[config.mk]
export PLATFORM = sky130hd
export DESIGN_NAME = com_tx_flat
export DESIGN_NICKNAME = d
export VERILOG_FILES = /design/src/rtl/com_tx_if.sv /design/src/rtl/com_tx.sv /design/src/flat_wrapper.sv
export SDC_FILE = /design/constraint.sdc
export NUM_CORES = 1
export LEC_CHECK = 0
export CAP_MARGIN = 10
export CORE_MARGIN = 1.5
export CORE_UTILIZATION = 55
export DETAILED_ROUTE_END_ITERATION = 10
export PLACE_DENSITY = 0.91
export SLEW_MARGIN = 20
export SYNTH_ARGS = -nofsm -noshare
export SYNTH_HDL_FRONTEND = slang
export SYNTH_SLANG_ARGS = --single-unit
[constraint.sdc]
create_clock -name clk -period 8.1 [get_ports clk]
set_input_delay 1.215 -clock clk [delete_from_list [all_inputs] [get_ports clk]]
set_output_delay 1.215 -clock clk [all_outputs]
set_load 0.05 [all_outputs]
[src/rtl/com_tx_if.sv]
// Request, RAM-read and link-byte signals of the collect-link packet transmitter.
// The master side is the frame requester, which also hosts the transmit RAM.
interface com_tx_if;
  logic        fs;
  logic        fd;
  logic [3:0]  btype;
  logic [7:0]  bdata;
  logic [3:0]  device_idx;
  logic [3:0]  data_idx;
  logic [3:0]  device_stat;
  logic [11:0] data_len;
  logic [11:0] ram_rxa_init;
  logic [11:0] ram_rxa;
  logic [7:0]  ram_rxd;
  logic [7:0]  com_txd;
  logic        com_txen;

  modport master (
    output fs, btype, bdata, device_idx, data_idx, device_stat, data_len,
           ram_rxa_init, ram_rxd,
    input  fd, ram_rxa, com_txd, com_txen
  );

  modport slave (
    input  fs, btype, bdata, device_idx, data_idx, device_stat, data_len,
           ram_rxa_init, ram_rxd,
    output fd, ram_rxa, com_txd, com_txen
  );
endinterface

[src/rtl/com_tx.sv]
// Byte-serial collect-link transmitter: frames handshake, status and data packets.
// CRC5 (poly 0x05, init 1F) and CRC16 (poly 0x8005, init FFFF) run LSB-first, reflected, uninverted.
module com_tx #(
  parameter logic [7:0] IDLE_BYTE = 8'h00
) (
  input logic   clk,
  input logic   rst,
  com_tx_if.slave bus
);

  typedef enum logic [3:0] {
    S_IDLE, S_SYNC, S_PID, S_LEN0, S_LEN1, S_SDAT0, S_SDAT1, S_CRC5,
    S_HEAD0, S_HEAD1, S_DATA, S_CRC160, S_CRC161, S_DONE
  } state_t;

  state_t      state_q, state_d;
  logic [3:0]  btype_q, dev_q, didx_q, dstat_q;
  logic [7:0]  bdata_q;
  logic [11:0] len_q, init_q, cnt_q, frame_len;
  logic [4:0]  crc5_q;
  logic [15:0] crc16_q;
  logic [7:0]  byte_d;
  logic        txen_d, crc5_en, crc16_en, last_data;

  function automatic logic [4:0] crc5_upd(input logic [4:0] c, input logic [7:0] d);
    logic [4:0] r;
    r = c;
    for (int i = 0; i < 8; i++)
      r = (r[0] ^ d[i]) ? ((r >> 1) ^ 5'h14) : (r >> 1);
    return r;
  endfunction

  function automatic logic [15:0] crc16_upd(input logic [15:0] c, input logic [7:0] d);
    logic [15:0] r;
    r = c;
    for (int i = 0; i < 8; i++)
      r = (r[0] ^ d[i]) ? ((r >> 1) ^ 16'hA001) : (r >> 1);
    return r;
  endfunction

  function automatic logic is_hs(input logic [3:0] t);
    return t inside {4'b0001, 4'b0010, 4'b0011};
  endfunction

  function automatic logic is_status(input logic [3:0] t);
    return t inside {4'b1000, 4'b1001, 4'b1010};
  endfunction

  function automatic logic is_data(input logic [3:0] t);
    return t inside {4'b1101, 4'b1110};
  endfunction

  function automatic logic [7:0] pid_of(input logic [3:0] t);
    case (t)
      4'b0001: return 8'h2D;
      4'b0010: return 8'hA5;
      4'b0011: return 8'hE1;
      4'b1101: return 8'h96;
      4'b1110: return 8'h5A;
      default: return 8'hD2;
    endcase
  endfunction

  function automatic logic [3:0] head_of(input logic [3:0] t);
    case (t)
      4'b1000: return 4'hD;
      4'b1001: return 4'h1;
      default: return 4'h9;
    endcase
  endfunction

  assign frame_len = len_q + 12'd2;
  assign last_data = (cnt_q == len_q - 12'd1);
  assign bus.fd    = (state_q == S_DONE);

  // Each state names the byte loaded into com_txd on the edge that leaves it.
  always_comb begin
    state_d  = state_q;
    byte_d   = IDLE_BYTE;
    txen_d   = 1'b0;
    crc5_en  = 1'b0;
    crc16_en = 1'b0;
    case (state_q)
      S_IDLE:
        if (bus.fs)
          state_d = (is_hs(bus.btype) || is_status(bus.btype) || is_data(bus.btype))
                    ? S_SYNC : S_DONE;
      S_SYNC:  begin byte_d = 8'h0F; txen_d = 1'b1; state_d = S_PID; end
      S_PID: begin
        byte_d  = pid_of(btype_q);
        txen_d  = 1'b1;
        state_d = is_hs(btype_q) ? S_DONE : S_LEN0;
      end
      S_LEN0: begin
        byte_d  = is_status(btype_q) ? 8'h00 : {4'h0, frame_len[11:8]};
        txen_d  = 1'b1;
        state_d = S_LEN1;
      end
      S_LEN1: begin
        byte_d  = is_status(btype_q) ? 8'h02 : frame_len[7:0];
        txen_d  = 1'b1;
        state_d = is_status(btype_q) ? S_SDAT0 : S_HEAD0;
      end
      S_SDAT0: begin
        byte_d = {head_of(btype_q), dev_q}; txen_d = 1'b1; crc5_en = 1'b1; state_d = S_SDAT1;
      end
      S_SDAT1: begin
        byte_d = bdata_q; txen_d = 1'b1; crc5_en = 1'b1; state_d = S_CRC5;
      end
      S_CRC5:  begin byte_d = {3'b000, crc5_q}; txen_d = 1'b1; state_d = S_DONE; end
      S_HEAD0: begin
        byte_d = {4'h3, dev_q}; txen_d = 1'b1; crc16_en = 1'b1; state_d = S_HEAD1;
      end
      S_HEAD1: begin
        byte_d   = {didx_q, dstat_q};
        txen_d   = 1'b1;
        crc16_en = 1'b1;
        state_d  = (len_q == 12'd0) ? S_CRC160 : S_DATA;
      end
      S_DATA: begin
        byte_d   = bus.ram_rxd;
        txen_d   = 1'b1;
        crc16_en = 1'b1;
        state_d  = last_data ? S_CRC160 : S_DATA;
      end
      S_CRC160: begin byte_d = crc16_q[15:8]; txen_d = 1'b1; state_d = S_CRC161; end
      S_CRC161: begin byte_d = crc16_q[7:0];  txen_d = 1'b1; state_d = S_DONE;   end
      S_DONE:   if (!bus.fs) state_d = S_IDLE;
      default:  state_d = S_IDLE;
    endcase
  end

  // The address runs one word ahead so each RAM word lands the cycle it is sent.
  always_ff @(posedge clk or negedge rst) begin
    if (!rst) begin
      state_q      <= S_IDLE;
      bus.com_txd  <= IDLE_BYTE;
      bus.com_txen <= 1'b0;
      bus.ram_rxa  <= 12'd0;
    end else begin
      state_q      <= state_d;
      bus.com_txd  <= byte_d;
      bus.com_txen <= txen_d;
      if (state_q == S_LEN0 && is_data(btype_q))
        bus.ram_rxa <= init_q;
      else if (state_d == S_DATA)
        bus.ram_rxa <= bus.ram_rxa + 12'd1;
    end
  end

  always_ff @(posedge clk) begin
    if (state_q == S_IDLE && bus.fs) begin
      btype_q <= bus.btype;
      bdata_q <= bus.bdata;
      dev_q   <= bus.device_idx;
      didx_q  <= bus.data_idx;
      dstat_q <= bus.device_stat;
      len_q   <= bus.data_len;
      init_q  <= bus.ram_rxa_init;
    end
    if (state_q == S_HEAD1)
      cnt_q <= 12'd0;
    else if (state_q == S_DATA)
      cnt_q <= cnt_q + 12'd1;
    if (state_q == S_IDLE) begin
      crc5_q  <= 5'h1F;
      crc16_q <= 16'hFFFF;
    end else begin
      if (crc5_en)  crc5_q  <= crc5_upd(crc5_q, byte_d);
      if (crc16_en) crc16_q <= crc16_upd(crc16_q, byte_d);
    end
  end

endmodule

[src/flat_wrapper.sv]
// flat-port wrapper written by rule: the top's interface ports become plain ports
module com_tx_flat 
#(
  parameter logic [7:0] IDLE_BYTE = 8'h00
)
  (clk, rst, bus_fs, bus_btype, bus_bdata, bus_device_idx, bus_data_idx, bus_device_stat, bus_data_len, bus_ram_rxa_init, bus_ram_rxd, bus_fd, bus_ram_rxa, bus_com_txd, bus_com_txen);
  com_tx_if bus_i ();
  input logic clk;
  input logic rst;
  input wire logic [$bits(bus_i.fs)-1:0] bus_fs;
  input wire logic [$bits(bus_i.btype)-1:0] bus_btype;
  input wire logic [$bits(bus_i.bdata)-1:0] bus_bdata;
  input wire logic [$bits(bus_i.device_idx)-1:0] bus_device_idx;
  input wire logic [$bits(bus_i.data_idx)-1:0] bus_data_idx;
  input wire logic [$bits(bus_i.device_stat)-1:0] bus_device_stat;
  input wire logic [$bits(bus_i.data_len)-1:0] bus_data_len;
  input wire logic [$bits(bus_i.ram_rxa_init)-1:0] bus_ram_rxa_init;
  input wire logic [$bits(bus_i.ram_rxd)-1:0] bus_ram_rxd;
  output wire logic [$bits(bus_i.fd)-1:0] bus_fd;
  output wire logic [$bits(bus_i.ram_rxa)-1:0] bus_ram_rxa;
  output wire logic [$bits(bus_i.com_txd)-1:0] bus_com_txd;
  output wire logic [$bits(bus_i.com_txen)-1:0] bus_com_txen;
  assign bus_i.fs = bus_fs;
  assign bus_i.btype = bus_btype;
  assign bus_i.bdata = bus_bdata;
  assign bus_i.device_idx = bus_device_idx;
  assign bus_i.data_idx = bus_data_idx;
  assign bus_i.device_stat = bus_device_stat;
  assign bus_i.data_len = bus_data_len;
  assign bus_i.ram_rxa_init = bus_ram_rxa_init;
  assign bus_i.ram_rxd = bus_ram_rxd;
  assign bus_fd = bus_i.fd;
  assign bus_ram_rxa = bus_i.ram_rxa;
  assign bus_com_txd = bus_i.com_txd;
  assign bus_com_txen = bus_i.com_txen;
  com_tx #(.IDLE_BYTE(IDLE_BYTE)) u_core (.clk(clk), .rst(rst), .bus(bus_i));
endmodule
; ---- Word level (Yosys, flattened, before mapping)
; Cells that the tools add are included.
[word_totals]
reg_bits = 106
in_bits = 59
output_inout_bits = 22
elab_cells = 132
[classes]
add_sub_neg = 4
n_eq_ne = 31
mux = 34
bitwise_logic = 32
reduce_logical = 17
[op_table]
columns = op, n
row1 = $mux 16, 8
row2 = $pmux 8 s12, 1
row3 = $eq 4x4->1 const B, 17
row4 = $pmux 4 s13, 1
row5 = $mux 5, 8
row6 = $pmux 8 s5, 1
row7 = $add 12x1->12 const B, 2
row8 = $eq 4x2->1 const B, 6
row9 = $mux 12, 2
row10 = $mux 4, 6
row11 = $not 2->3, 8
row12 = $eq 4x3->1 const B, 4
row13 = $not 1->2, 8
row14 = $xor 1x1->1, 16
row15 = $add 12x2->12 const B, 1
row16 = $eq 12x12->1, 1
row17 = $eq 4x1->1 const B, 3
row18 = $logic_not 12->1, 1
row19 = $reduce_bool 3->1, 4
row20 = $reduce_or 12->1, 1
row21 = $sub 12x1->12 const B, 1
row22 = $mux 8, 1
row23 = $pmux 4 s2, 1
row24 = $reduce_bool 2->1, 3
row25 = other kinds (6), 13

; ---- Depth between registers and ports, before layout
[logic_depth]
depth_word = 20
depth_mapped = 13
ltp_nobuf = 11

; ---- Worst setup path after synthesis
; No wires, ideal clock.
[synth_path]
kind = input-to-reg
start = input port bus_fs
end = register u_core.bdata_q[0], enable pin
setup_time_ns = 0.455
t_arrival_ns = 3.299
required_ns = 7.645
path_slack_ns = 4.345
stages = 2
n_path_buf = 0
cell_sequence = inv_1 > nor2_1
[synth_via]
elab_chain_cells = 1
[synth_rtl]
columns = element, line_no
row1 = start: declaration, flat_wrapper.sv:10  ; input wire logic [$bits(bus_i.fs)-1:0] bus_fs;
row2 = $logic_and 1x1->1, com_tx.sv:152  ; if (state_q == S_IDLE && bus.fs) begin
row3 = end signal: assignment, com_tx.sv:154  ; bdata_q <= bus.bdata;
row4 = end: declaration, com_tx.sv:18  ; logic [7:0] bdata_q;
; No other way between the ends.
; A chain may end at the register's enable or synchronous reset.

; ---- Final worst setup path
[layout_path]
start = register u_core.state_q[3]
end = output port bus_fd
[layout_via]
elab_chain_cells = 1
[layout_rtl]
columns = element, line_no
row1 = start: declaration, com_tx.sv:16  ; state_t state_q, state_d;
row2 = start signal: assignment, com_tx.sv:141  ; state_q <= state_d;
row3 = $eq 4x4->1, com_tx.sv:74  ; assign bus.fd = (state_q == S_DONE);
row4 = end: declaration, flat_wrapper.sv:19  ; output wire logic [$bits(bus_i.fd)-1:0] bus_fd;
; No other way between the ends.

==> qor.txt <==
Status: complete, no violations
Reg-to-reg endpoint: u_core.crc16_q[0]
Flop-to-flop setup slack: 4.20 ns
Mux cell area share after synthesis: 2.46%
Largest family of logic cells by synthesized area: simple AND/OR/NAND/NOR gates
WL/cell: 18.9 um
CP Launch Type: flip-flop
CP Depth: 3
CP Data Required Time: 6.88 ns
Commonest cells after routing, fill and taps aside: 80 x clkdlybuf4s50_1, 69 x nand2_1, 48 x edfxtp_1
Cell Pwr Density: 484 nW/um2
Via density: 6.03
Die Span Y: 108 um
Hold Startpoint: u_core.init_q[8]
Crit path kind: reg2out
Post-Syn Nets: 653
Clock Tree Root: clkbuf_8
CTS Sinks: 106
XOR/XNOR Fraction of Synth Area: 13.1%
GPL Wtd Cong: 1.04
Hpwl dp: 11200 um
Layout cell share with drive strength beyond 1: 8.68%
Crit. End Element: output port
DP Worst Slack: 4.01 ns
Initial antenna violation count: 0
Die area: 11700 um2
Maximum level of the CTS H-tree: 3
Setup Viol. Count Final: 0
CP Cell Sequence: nand2_1 > nor2_1 > clkdlybuf4s50_1
Nets: 717
Post-Synth Simple-Gate Area: 18.4%
First-pass GRT wire length: 23600 um
Max-Cap Viols: 0
Cell area after layout: 7060 um2
CTS buffer count: 9
Fin. max-slew vios: 0
Primary FF master, synth: edfxtp_1
Reg2reg path depth: 9
TNS Setup: 0 ns
Reg clk slew, reported paths: 0.10 ns
Max-slew headroom: 23.8%
Vias: 4807
Final min period: 4.00 ns
Synth async-reset ratio: 23.6%
Synth cell types: 83
Clock Path Buffers: 2
Yosys reg bits: 106
Starting DRC count in detailed routing: 560
Final Hold Fails: 0
Delay-heaviest family, CP: flip-flops
Most common cell after layout, fill and taps aside: clkdlybuf4s50_1
I/O Buffers: 80
Diodes inserted: 0
DRC: 0
TritonCTS clock tree: built
Clk_lat worst skew: 0.39 ns
Floorplan Core Area: 10800 um2
Cell Area, Placed: 6850 um2
Crit-path max cell delay: 1.11 ns
DRT antenna net count: 0
Initial Utilization: 56.2%
Setup Fix Bufs, Post-CTS: 0
Final Cycle Share: 49.4%
CP max stage cell: dfrtp_1
CTS Hold Buffers Added: 0
Buf/Inv on CP: 1
Pin count of the biggest net entering global routing: 41
Netlist Area Pre-Place: 6060 um2
# rows: 38
Vias in the first global route: 4654
Syn Inst Count: 588
Final WL: 15100 um
Final WS setup: 4.10 ns
Die Width: 108 um
Reg2reg start: u_core.state_q[3]
Grt ovf: 0
Post-CTS Resized: 0
Worst-Margin Slew: 1.14 ns
All-Layer GR Usage: 26.8%
Arrival @ worst endpoint: 2.79 ns
Number of synthesized flops with an enable pin: 48
DRT Pass-1 Iters: 6
Worst Hold Class: reg2reg
Maximum VDD drop: 0.368 mV
Clock Skews: 0.0148 ns
Synth Warn #: 0
Area Overhead vs Synth: 16.5%
I/O pin count: 81
Crit. Startpoint: u_core.state_q[3]
Max Freq: 0.250 GHz
Sequential element share of the synthesized area: 45.0%
Synth Area in Adders: 1.24%
CP max FO: 34
Worst Setup EP: bus_fd
Mean Syn Cell Area: 10.3 um2
Synth Area in Compound Gates: 15.0%
RSZ-0062 raised after global routing: no
Leakage: 2.58 nW
## synth_stat cells, types with 11 or more instances
| cell type | number | area (um2) |
|---|---|---|
| a21oi_1 | 20 | 100 |
| clkbuf_1 | 12 | 45.0 |
| dfrtp_1 | 25 | 626 |
| dfxtp_1 | 33 | 661 |
| edfxtp_1 | 48 | 1440 |
| inv_1 | 14 | 52.6 |
| nand2_1 | 69 | 259 |
| nand2b_1 | 11 | 68.8 |
| nand3_1 | 15 | 75.1 |
| nor2_1 | 27 | 101 |
| nor2b_1 | 11 | 68.8 |
| nor3_1 | 12 | 60.1 |
| o211ai_1 | 16 | 120 |
| o21ai_0 | 30 | 150 |
| xnor2_1 | 40 | 350 |
| xor2_1 | 37 | 324 |
## kinds of logic (layout without fill, tap and decap cells)
logic type      after synthesis  count (layout)
buf+inv                      48             117
mux                          14              14
fa+ha+maj                     6               6
simple gates                204             204
flops                       106             106
xor+xnor                     83              83
compound gates              127             127
## report_power, final
part	total, mW	switching (mW)	internal (mW)
sequential	0.939	0.204	0.735
combinational	2.14	1.16	0.983
clock	0.334	0.177	0.157
## per-layer routing
layer  share of wire, %  vias up  GRT usage [%]
li1                   -     2248              -
met1                 42     2285           34.6
met2                 48      245           44.4
met3                7.6       29           6.39
met4                2.2        0           9.02
met5                  0        -              0
## final cells by class
cell class / instances / area [um2]
inverter: 16 / 60.1
multi-input combinational: 434 / 3050
tap: 140 / 175
sequential: 106 / 2730
timing repair buffer: 85 / 838
fill: 854 / 3730
clock buffer: 13 / 191
clock inverter: 3 / 17.5
## registers in the layout, indices dropped and copies added, names as in the netlist, 5 cells and up
register and flops:
u_core.bdata_q 8, u_core.bus.com_txd 8, u_core.bus.ram_rxa 12, u_core.cnt_q 12, u_core.crc16_q 16, u_core.crc5_q 5
u_core.init_q 12, u_core.len_q 12
## per-stage QoR
stage	std cells	util, %	hold slack, ns	total power [mW]
6_report	797	65.4	0.467	3.42
5_1_grt	797	65.4	0.498	3.62
4_1_cts	797	65.4	0.476	3.41
3_5_place_dp	781	63.5	0.450	3.07
3_3_place_gp	781	63.5	0.435	3.02
2_1_floorplan	588	-	0.426	2.64
## worst min path at each step
stage	end	slack (ns)	cells past startpoint
2_1_floorplan	u_core.bus.ram_rxa[0]	0.43	2
3_3_place_gp	u_core.bus.ram_rxa[7]	0.43	2
3_5_place_dp	u_core.bus.ram_rxa[8]	0.45	2
4_1_cts	u_core.bus.ram_rxa[8]	0.48	2
5_1_grt	u_core.bus.ram_rxa[1]	0.50	1
6_report	u_core.bus.ram_rxa[8]	0.47	2
## worst min-delay path: stages (launching register included)
cell and delay, ns:
edfxtp_1 0.33, nand2_1 0.04, o21ai_0 0.06
Note: power is estimated with default switching activity, not from simulation.
